$ cat config.mk
export PLATFORM = sky130hd
export DESIGN_NAME = iis_rx_ctrl
export DESIGN_NICKNAME = d
export VERILOG_FILES = /design/src/rtl/iis_pkg.sv /design/src/rtl/iis_pair_fifo.sv /design/src/rtl/iis_rx_ctrl.sv
export SDC_FILE = /design/constraint.sdc
export NUM_CORES = 1
export LEC_CHECK = 0
export CORE_MARGIN = 10
export CORE_UTILIZATION = 55
export DETAILED_ROUTE_END_ITERATION = 10
export PLACE_DENSITY = 0.76
export SKIP_CTS_REPAIR_TIMING = 1
export SYNTH_ARGS = -nofsm -noshare
export SYNTH_HDL_FRONTEND = slang
export SYNTH_SLANG_ARGS = --single-unit
$ cat constraint.sdc
create_clock -name clk_100m -period 3.78 [get_ports clk_100m]
set_input_delay 0.756 -clock clk_100m [delete_from_list [all_inputs] [get_ports clk_100m]]
set_output_delay 0.756 -clock clk_100m [all_outputs]
set_load 0.03 [all_outputs]
$ cat src/rtl/iis_pkg.sv
`default_nettype none
// ============================================================================
// Module      : iis_pkg
// Description : Shared definitions for the I2S receive controller: one-hot
//               FSM state encoding, default sample width and the lower
//               clamps applied to the bclk divider and the slot length.
// Revision    : 1.0 - initial release
// ============================================================================
package iis_pkg;

  // Default bits captured per channel.
  localparam int DATA_BIT_DEF = 24;

  // Smallest usable bclk half-period in clk cycles.
  localparam int HALF_DIV_MIN = 2;

  // A slot must hold the one-bit I2S delay plus the full sample.
  localparam int SLOT_OFFSET = 1;

  typedef enum logic [6:0] {
    ST_IDLE   = 7'b0000001,
    ST_SKIP_L = 7'b0000010,
    ST_READ_L = 7'b0000100,
    ST_WAIT_R = 7'b0001000,
    ST_SKIP_R = 7'b0010000,
    ST_READ_R = 7'b0100000,
    ST_WAIT_L = 7'b1000000
  } state_t;

endpackage
`default_nettype wire

$ cat src/rtl/iis_pair_fifo.sv
`default_nettype none
// ============================================================================
// Module      : iis_pair_fifo
// Description : Two-entry FIFO holding stereo pairs. A push into a full FIFO
//               that is not relieved by a same-cycle pop is discarded and
//               flagged on drop_o.
// Ports       : clk_100m, rst_n     - clock, async active-low reset
//               push_i, wdata_i     - write request and pair data
//               pop_i               - read request (ignored when empty)
//               rdata_o             - pair at FIFO head
//               full_o, empty_o     - occupancy flags
//               drop_o              - push rejected this cycle
// Revision    : 1.0 - initial release
// ============================================================================
module iis_pair_fifo #(
  parameter int WIDTH = 48
) (
  input  logic             clk_100m,
  input  logic             rst_n,
  input  logic             push_i,
  input  logic [WIDTH-1:0] wdata_i,
  input  logic             pop_i,
  output logic [WIDTH-1:0] rdata_o,
  output logic             full_o,
  output logic             empty_o,
  output logic             drop_o
);

  logic [WIDTH-1:0] mem_q [2];
  logic             wr_ptr_q;
  logic             rd_ptr_q;
  logic [1:0]       count_q;

  logic w_pop;
  logic w_push;

  assign full_o  = (count_q == 2'd2);
  assign empty_o = (count_q == 2'd0);
  assign w_pop   = pop_i && !empty_o;
  // A pop in the same cycle frees the slot, so a full FIFO can still accept.
  assign w_push  = push_i && (!full_o || w_pop);
  assign drop_o  = push_i && full_o && !w_pop;
  assign rdata_o = mem_q[rd_ptr_q];

  always_ff @(posedge clk_100m or negedge rst_n) begin
    if (!rst_n) begin
      for (int i = 0; i < 2; i++) begin
        mem_q[i] <= '0;
      end
      wr_ptr_q <= 1'b0;
      rd_ptr_q <= 1'b0;
      count_q  <= 2'd0;
    end else begin
      if (w_push) begin
        mem_q[wr_ptr_q] <= wdata_i;
        wr_ptr_q        <= ~wr_ptr_q;
      end
      if (w_pop) begin
        rd_ptr_q <= ~rd_ptr_q;
      end
      case ({w_push, w_pop})
        2'b10:   count_q <= count_q + 2'd1;
        2'b01:   count_q <= count_q - 2'd1;
        default: ;
      endcase
    end
  end

endmodule
`default_nettype wire

$ cat src/rtl/iis_rx_ctrl.sv
`default_nettype none
// ============================================================================
// Module      : iis_rx_ctrl
// Description : Master-mode I2S receive controller. Generates bclk/lrclk,
//               captures 24-bit left/right samples MSB first with the I2S
//               one-bit delay, and hands stereo pairs to the consumer through
//               a 2-entry valid/ready buffer with sticky overflow reporting.
// Options     : IIS_RX_FRAME_CNT_EN - adds frame_cnt[15:0], counting every
//               completed frame (pushed or dropped), wrapping at 0xFFFF.
// Ports       : clk_100m, rst_n           - clock, async active-low reset
//               en                        - run request (stops on frame end)
//               cfg_half_div, cfg_slot_len- divider / slot config, latched
//                                           when leaving IDLE
//               sdata_i                   - serial data from codec
//               bclk, lrclk               - generated bit / word clocks
//               smp_valid, smp_ready      - pair handshake
//               smp_l, smp_r              - pair at buffer head
//               overflow, ovf_clr         - sticky drop flag and its clear
//               busy                      - FSM not in IDLE
// Revision    : 1.0 - initial release
// ============================================================================
module iis_rx_ctrl
  import iis_pkg::*;
#(
  parameter int DATA_BIT = DATA_BIT_DEF,
  parameter int DIV_W    = 8,
  parameter int SLOT_W   = 6
) (
  input  logic                clk_100m,
  input  logic                rst_n,
  input  logic                en,
  input  logic [DIV_W-1:0]    cfg_half_div,
  input  logic [SLOT_W-1:0]   cfg_slot_len,
  input  logic                sdata_i,
  output logic                bclk,
  output logic                lrclk,
  output logic                smp_valid,
  input  logic                smp_ready,
  output logic [DATA_BIT-1:0] smp_l,
  output logic [DATA_BIT-1:0] smp_r,
  output logic                overflow,
  input  logic                ovf_clr,
`ifdef IIS_RX_FRAME_CNT_EN
  output logic [15:0]         frame_cnt,
`endif
  output logic                busy
);

  localparam int RD_W = (DATA_BIT > 2) ? $clog2(DATA_BIT) : 1;

  state_t              state_q;
  logic [DIV_W-1:0]    div_q;
  logic [SLOT_W-1:0]   bit_q;
  logic [RD_W-1:0]     rd_q;
  logic                bclk_q;
  logic                lrclk_q;
  logic [DIV_W-1:0]    half_div_q;
  logic [SLOT_W-1:0]   slot_len_q;
  logic [DATA_BIT-1:0] l_q;
  logic [DATA_BIT-1:0] r_q;
  logic                push_q;
  logic                overflow_q;

  logic [DIV_W-1:0]    half_div_d;
  logic [SLOT_W-1:0]   slot_len_d;

  logic w_div_tc;
  logic w_rise;
  logic w_fall;
  logic w_slot_wrap;
  logic w_last_bit;

  logic [2*DATA_BIT-1:0] w_fifo_rdata;
  logic                  w_fifo_full;
  logic                  w_fifo_empty;
  logic                  w_fifo_drop;
  logic                  w_pop;

  // Clamp configuration to the smallest workable values.
  always_comb begin
    half_div_d = cfg_half_div;
    if (cfg_half_div < DIV_W'(HALF_DIV_MIN)) begin
      half_div_d = DIV_W'(HALF_DIV_MIN);
    end
    slot_len_d = cfg_slot_len;
    if (cfg_slot_len < SLOT_W'(DATA_BIT + SLOT_OFFSET)) begin
      slot_len_d = SLOT_W'(DATA_BIT + SLOT_OFFSET);
    end
  end

  assign w_div_tc    = (div_q == half_div_q - DIV_W'(1));
  // bclk toggles at the terminal count; its current level tells rise from fall.
  assign w_rise      = w_div_tc && !bclk_q;
  assign w_fall      = w_div_tc && bclk_q;
  assign w_slot_wrap = w_fall && (bit_q == slot_len_q - SLOT_W'(1));
  assign w_last_bit  = (rd_q == RD_W'(DATA_BIT - 1));

  always_ff @(posedge clk_100m or negedge rst_n) begin
    if (!rst_n) begin
      state_q    <= ST_IDLE;
      div_q      <= '0;
      bit_q      <= '0;
      rd_q       <= '0;
      bclk_q     <= 1'b0;
      lrclk_q    <= 1'b0;
      half_div_q <= DIV_W'(HALF_DIV_MIN);
      slot_len_q <= SLOT_W'(DATA_BIT + SLOT_OFFSET);
      l_q        <= '0;
      r_q        <= '0;
      push_q     <= 1'b0;
    end else begin
      push_q <= 1'b0;
      if (state_q == ST_IDLE) begin
        div_q   <= '0;
        bit_q   <= '0;
        rd_q    <= '0;
        bclk_q  <= 1'b0;
        lrclk_q <= 1'b0;
        if (en) begin
          half_div_q <= half_div_d;
          slot_len_q <= slot_len_d;
          state_q    <= ST_SKIP_L;
        end
      end else begin
        // Clock generation runs freely in every active state.
        if (w_div_tc) begin
          div_q  <= '0;
          bclk_q <= ~bclk_q;
        end else begin
          div_q <= div_q + DIV_W'(1);
        end
        if (w_fall) begin
          if (w_slot_wrap) begin
            bit_q   <= '0;
            lrclk_q <= ~lrclk_q;
          end else begin
            bit_q <= bit_q + SLOT_W'(1);
          end
        end

        case (state_q)
          ST_SKIP_L: begin
            if (w_rise) begin
              rd_q    <= '0;
              state_q <= ST_READ_L;
            end
          end
          ST_READ_L: begin
            if (w_rise) begin
              l_q  <= {l_q[DATA_BIT-2:0], sdata_i};
              rd_q <= rd_q + RD_W'(1);
              if (w_last_bit) begin
                state_q <= ST_WAIT_R;
              end
            end
          end
          ST_WAIT_R: begin
            if (w_slot_wrap && !lrclk_q) begin
              state_q <= ST_SKIP_R;
            end
          end
          ST_SKIP_R: begin
            if (w_rise) begin
              rd_q    <= '0;
              state_q <= ST_READ_R;
            end
          end
          ST_READ_R: begin
            if (w_rise) begin
              r_q  <= {r_q[DATA_BIT-2:0], sdata_i};
              rd_q <= rd_q + RD_W'(1);
              if (w_last_bit) begin
                push_q  <= 1'b1;
                state_q <= ST_WAIT_L;
              end
            end
          end
          ST_WAIT_L: begin
            // The left boundary is the only place a stop takes effect; the
            // clock registers land on 0/0 here by themselves.
            if (w_slot_wrap && lrclk_q) begin
              state_q <= en ? ST_SKIP_L : ST_IDLE;
            end
          end
          default: state_q <= ST_IDLE;
        endcase
      end
    end
  end

  assign w_pop = !w_fifo_empty && smp_ready;

  iis_pair_fifo #(
    .WIDTH (2 * DATA_BIT)
  ) u_fifo (
    .clk_100m (clk_100m),
    .rst_n    (rst_n),
    .push_i   (push_q),
    .wdata_i  ({l_q, r_q}),
    .pop_i    (w_pop),
    .rdata_o  (w_fifo_rdata),
    .full_o   (w_fifo_full),
    .empty_o  (w_fifo_empty),
    .drop_o   (w_fifo_drop)
  );

  // Sticky overflow; a new drop wins over a simultaneous clear.
  always_ff @(posedge clk_100m or negedge rst_n) begin
    if (!rst_n) begin
      overflow_q <= 1'b0;
    end else if (w_fifo_drop && w_fifo_full) begin
      overflow_q <= 1'b1;
    end else if (ovf_clr) begin
      overflow_q <= 1'b0;
    end
  end

`ifdef IIS_RX_FRAME_CNT_EN
  logic [15:0] frame_cnt_q;

  // One count per completed frame, whether or not the buffer accepted it.
  always_ff @(posedge clk_100m or negedge rst_n) begin
    if (!rst_n) begin
      frame_cnt_q <= 16'd0;
    end else if (push_q) begin
      frame_cnt_q <= frame_cnt_q + 16'd1;
    end
  end

  assign frame_cnt = frame_cnt_q;
`else
  // Frame counter not built.
`endif

  assign bclk      = bclk_q;
  assign lrclk     = lrclk_q;
  assign busy      = (state_q != ST_IDLE);
  assign smp_valid = !w_fifo_empty;
  assign smp_l     = w_fifo_rdata[2*DATA_BIT-1:DATA_BIT];
  assign smp_r     = w_fifo_rdata[DATA_BIT-1:0];
  assign overflow  = overflow_q;

endmodule
`default_nettype wire

==> After elaboration in Yosys (flattened, before gate mapping) <==
Cells that the tools add are included.
Widths: inputs -> output; s select.
{ "word_totals": {"output_inout_bits": 53, "elab_cells": 135, "ram_bits": 0, "latch_bits": 0, "ff_bits": 192, "n_memories": 0, "input_bits": 20, "romBits": 0} }
{ "op_classes": {"add_sub_neg": 7, "mux": 41, "n_eq_ne": 25, "bitwise_logic": 7, "div_mod_pow": 0, "reduce_logical": 33, "n_mul": 0, "shifts": 0, "n_lt_le_gt_ge": 5} }
{ "op_table": {"columns": ["op", "n"], "rows": [
  ["$mux 48", 4],
  ["$bwmux 96", 1],
  ["$mux 7", 10],
  ["$demux 48 s1", 1],
  ["$pmux 7 s6", 1],
  ["$mux 6", 4],
  ["$mux 8", 3],
  ["$ne 3x3->1 const B", 8],
  ["$mux 5", 3],
  ["$logic_and 1x1->1", 12],
  ["$mux 1", 11],
  ["$pmux 5 s2", 1],
  ["$reduce_bool 2->1", 5],
  ["$reduce_and 3->1", 3],
  ["$reduce_and 9->1", 1],
  ["$add 8x1->8 const B", 1],
  ["$eq 8x8->1", 1],
  ["$lt 8x2->1 const B", 1],
  ["$sub 8x1->8 const B", 1],
  ["$eq 7x1->1 const B", 1],
  ["$eq 7x2->1 const B", 1],
  ["$eq 7x3->1 const B", 1],
  ["$eq 7x4->1 const B", 1],
  ["$eq 7x5->1 const B", 1],
  ["other kinds (27)", 41]
]} }

==> Depth between registers and ports, before layout <==
Gate-level depths: netlist (run 1).
{ "depth": {"depth_word": 8, "mapped_depth": 10, "depth_no_buf": 9} }

==> By module <==
A second synthesis (run 1) with hierarchy kept.
{ "hier_totals": {"hier_cells": 668, "area_unflattened_um2": 8908.5} }
{ "by_module_without_submodules": {"columns": ["module", "cells_per_inst", "n_inst", "area_per_inst_um2"], "rows": [
  ["iis_rx_ctrl", 385, 1, 4509.3],
  ["iis_pair_fifo", 283, 1, 4399.2]
]} }

==> Worst setup path before layout (run 1) <==
Ideal clock, no wire load.
{ "synth_timing": {"path_kind": "flip-flop to flip-flop", "startpoint": "register half_div_q[1]", "endpoint": "register l_q[10]", "required_ns": 3.655, "setup_slack_ns": 0.907, "path_buffers": 1, "t_arrival_ns": 2.749, "stages_incl_launch_ff": 9, "synth_period_minus_slack_ns": 2.873, "cell_sequence": "dfstp_2 inv_1 ha_1 or3_1 a31o_2 or4_4 nor3_4 buf_6 mux2_2"} }
{ "synth_via": {"elab_chain_cells": 4} }
{ "synth_rtl": {"columns": ["element", "line", "text"], "rows": [
  ["from (decl)", "iis_rx_ctrl.sv:57", "logic [DIV_W-1:0] half_div_q;"],
  ["from (signal assigned)", "iis_rx_ctrl.sv:106", "half_div_q <= DIV_W'(HALF_DIV_MIN);"],
  ["from (signal assigned)", "iis_rx_ctrl.sv:120", "half_div_q <= half_div_d;"],
  ["$sub 8x1->8", "iis_rx_ctrl.sv:91", "assign w_div_tc = (div_q == half_div_q - DIV_W'(1));"],
  ["$eq 8x8->1", "iis_rx_ctrl.sv:91", null],
  ["$logic_and 1x1->1", "iis_rx_ctrl.sv:93", "assign w_rise = w_div_tc && !bclk_q;"],
  ["$reduce_and 3->1 (no source line)", null, null],
  ["to (signal assigned)", "iis_rx_ctrl.sv:150", "l_q <= {l_q[DATA_BIT-2:0], sdata_i};"],
  ["to (decl)", "iis_rx_ctrl.sv:59", "logic [DATA_BIT-1:0] l_q;"]
]} }
Every way passes these cells.
A chain may end at the register's enable or synchronous reset.

==> Worst setup path after layout (run 1) <==
{ "layout_timing": {"startpoint": "register state_q[2]", "endpoint": "output port busy"} }
{ "layout_via": {"elab_chain_cells": 1} }
{ "layout_rtl": {"columns": ["element", "line", "text"], "rows": [
  ["from (decl)", "iis_rx_ctrl.sv:51", "state_t state_q;"],
  ["from (signal assigned)", "iis_rx_ctrl.sv:182", "state_q <= en ? ST_SKIP_L : ST_IDLE;"],
  ["$ne 7x1->1", "iis_rx_ctrl.sv:237", "assign busy = (state_q != ST_IDLE);"],
  ["to (decl)", "iis_rx_ctrl.sv:46", "output logic busy"]
]} }
Every way passes these cells.

==> results of run 1 <==
flip-flops by register name, summed over array words and instances (netlist names), 2 cells and up:
name / flops
bit_q: 6
div_q: 8
half_div_q: 8
l_q: 24
r_q: 24
rd_q: 5
slot_len_q: 6
state_q: 7
u_fifo.count_q: 2
u_fifo.mem_q: 96
metrics by stage:
step                      power [µW]  instance area (µm²)
after floorplan                 2983                 8682
after global placement          3202                 9686
after detailed placement        3252                 9686
after CTS                       5180                10320
after global routing            5402                10320
final                           5138                10320
kinds of logic after synthesis:
logic type | share of synthesized area (%)
buffers and inverters | 1.873
muxes | 26.27
and+or+nand+nor | 8.431
AOI/OAI and AO/OA | 3.819
xor gates and xnor gates | 3.329
DFF | 55.41
adders and majority gates | 0.8647
worst register-to-register path, cell delays in order, from the launching register on:
cell and delay, ns:
dfstp_2 0.58, inv_1 0.06, ha_1 0.23, or3_1 0.39
a31o_2 0.27, or4_4 0.56, nor3_4 0.16, buf_4 0.33
mux2_2 0.40
cell usage after synthesis, types with 2 or more instances:
cell       number  area (µm²)
or3_1           5       31.28
nor4b_1         2       17.52
clkbuf_1       11       41.29
a21oi_1         6       30.03
dfrtp_1       187        4679
nor3b_1         2       15.01
o21a_1          2       15.01
xnor2_1        18       157.7
nor3_1          9       45.04
o21ai_0        24       120.1
ha_1            6       75.07
nor4_2          2       25.02
and3_1          5       31.28
nor3_4          2       32.53
mux2i_1         4       40.04
buf_4           2       15.01
or4_1           3       22.52
buf_6           2       22.52
nor2b_1         8       50.05
a31oi_1         4       25.02
buf_1           8       30.03
nand2b_1        2       12.51
a31o_2          2       17.52
o2bb2ai_1       2       17.52
nand4_1         3       18.77
o211ai_1        2       15.01
nor2_1         24       90.09
inv_1          13       48.80
or2_2           3       18.77
nor4_1          5       31.28
xor2_1         15       131.4
nand3_1        13       65.06
a211oi_1        2       15.01
mux2_2        198        2230
nand2_1        30       112.6
dfstp_2         5       131.4
and2_1          4       25.02
a2bb2oi_1       2       17.52
layer usage:
metal  wire (µm)  track usage, %
met1        7439           19.96
met2        8759           28.95
met3         572           4.067
met4         327           6.168
met5           0               0
power groups by stage:
stage,registers [µW],logic (µW),clock network (µW)
final,2340,884,1920
after detailed placement,2370,882,0
after global routing,2360,1000,2040
after floorplan,2330,655,0
after CTS,2330,887,1960
after global placement,2360,841,0
path summary, 6_finish.rpt:
path	from	endpoint	slack (ns)
worst max-delay path	state_q[2]$_DFFE_PN0P_	busy	0.57
worst min-delay path	rst_n	u_fifo.mem_q[87]$_DFFE_PN0P_	0.39
worst max register to register	half_div_q[1]$_DFFE_PN1P_	l_q[7]$_DFFE_PN0P_	0.69
worst min register to register	slot_len_q[4]$_DFFE_PN1P_	slot_len_q[4]$_DFFE_PN1P_	0.50
max in group asynchronous	rst_n	slot_len_q[4]$_DFFE_PN1P_	2.45
min in group clk_100m	slot_len_q[4]$_DFFE_PN1P_	slot_len_q[4]$_DFFE_PN1P_	0.50
cell type report:
type                    count  area (µm²)  share of cell area [%]
multi-input cells         427        3719                   36.03
clock buffers              20       456.7                   4.425
well taps                 211       264.0                   2.558
inverters                  13       48.80                  0.4728
flip-flops and latches    192        4812                   46.62
clock inverters            12       178.9                   1.734
repair buffers             81       842.1                   8.159
==> results.toml, run 1 <==
[run_status]
outcome = "complete, no violations"

[synthesis]
netlist_area_um2 = 8682
synthArstFlopShare_pct = 100.0
avgSynthCellArea_um2 = 13.23
synth.ff_latch_count = 192
netlist-cell-type-count = 57
synth_edf_count = 0
synth_cells = 656
ys.flop_type = "dfrtp_1"
seq_area_frac_synth_pct = 55.41
syn_nets = 682
yosysWarnings = 0

[placed_design]
routabilityCongestion = 0.8659
dpl.hpwl_um = 11460
io_buffers = 72
dpl_worst_slack_ns = 0.7331
place_inst = 924

[timing]
timing.hold.ws_ns = 0.3896
setup_ws_ns = 0.5664
fmax_mhz = 311.2
fin_crit_ns = 3.214
setup_viol = 0
slew_viol_final = 0
finClkSkew_ns = 0.01142
slew_headroom_pct = 43.62
period_share_pct = 85.02
rsz0062_at_grt = "no"
setup-tns-final_ns = 0
worst_pin_slew_ns = 0.8406
hold_viol = 0

[worst_setup_path]
crit_arrival_ns = 2.46
rr_worst_depth = 8
end_kind = "output pin"
worstSetupPathDepth = 5
path_class = "reg -> out"
start_kind = "flop"
required_ns = 3.02
critPathBufInv = 3
path_delay_family = "buffers and inverters"
critPathMaxFanout = 13
slowest_delay_ns = 0.62
cp_cell_sequence = "nor4_1 -> and3_1 -> buf_4 -> inv_1 -> clkdlybuf4s50_1"
worst_path_max_delay_cell = "clkdlybuf4s50_1"

[die]
start_util_pct = 56.69
num_rows = 45
core_um2 = 15310
die_height_um = 145.6
die_width_um = 145.6
die_area_um2 = 21210
io_pins = 73

[layout]
layout_common_cells = "mux2_2, dfrtp_1, clkdlybuf4s50_1"
insertedDiodeCount = 0
post-route-util_pct = 67.39
drive_above_1_share_pct = 35.30
area_growth_pct = 18.88
layout.cells.non_filler = 956
final_common_cell = "mux2_2"
fill_cells = 1111
layout.nets = 758

[drt]
firstDrtPassIters = 4
wl_um = 17100
via_per_inst = 5.606
drt-initial-drc-count = 236
wire_per_inst_um = 17.89
vias = 5359
route.detailed.drc = 0
ant_nets = 0

[worst_hold_path]
hold_path.class = "in -> async"

[clock_network]
cts_max_level = 4
cts_tree = "yes"
cts_inserted_buffers = 17
path_clk_slew_ns = 0.07
cts_buffer_depth = 2
clock-root-buffer = "clkbuf_16"
clk_latency_ns = 0.43
cts.sinks = 192

[power_and_ir_drop]
p_leak_uw = 0.004897
p_seq_share_pct = 45.5
irDropWorstVdd_mv = 0.3685
p_clk_share_pct = 37.3
pwr-share-comb_pct = 17.2
power.density_nw_per_um2 = 497.8
p_int_uw = 3714
p_sw_uw = 1424
switching_share_pct = 27.72

[global_route]
grt_pass1_vias = 5948
grt_pass1_wl_um = 29610
globalRouteTotalUtil_pct = 16.81
grt_max_degree = 99
overflow = 0
antenna_found_initial = 0

[flow_run]
maxCapViolCount = 0
Power figures use the tool's default switching activity.
==> inputs of run 2 (changes only) <==
--- a/config.mk
+++ b/config.mk
@@ -9,6 +9,7 @@
 export CORE_UTILIZATION = 55
 export DETAILED_ROUTE_END_ITERATION = 10
 export PLACE_DENSITY = 0.76
+export SETUP_SLACK_MARGIN = 0.02
 export SKIP_CTS_REPAIR_TIMING = 1
 export SYNTH_ARGS = -nofsm -noshare
 export SYNTH_HDL_FRONTEND = slang
==> results of run 2 <==
Same layout as run 1: the final DEF is identical, and so are final timing and power.
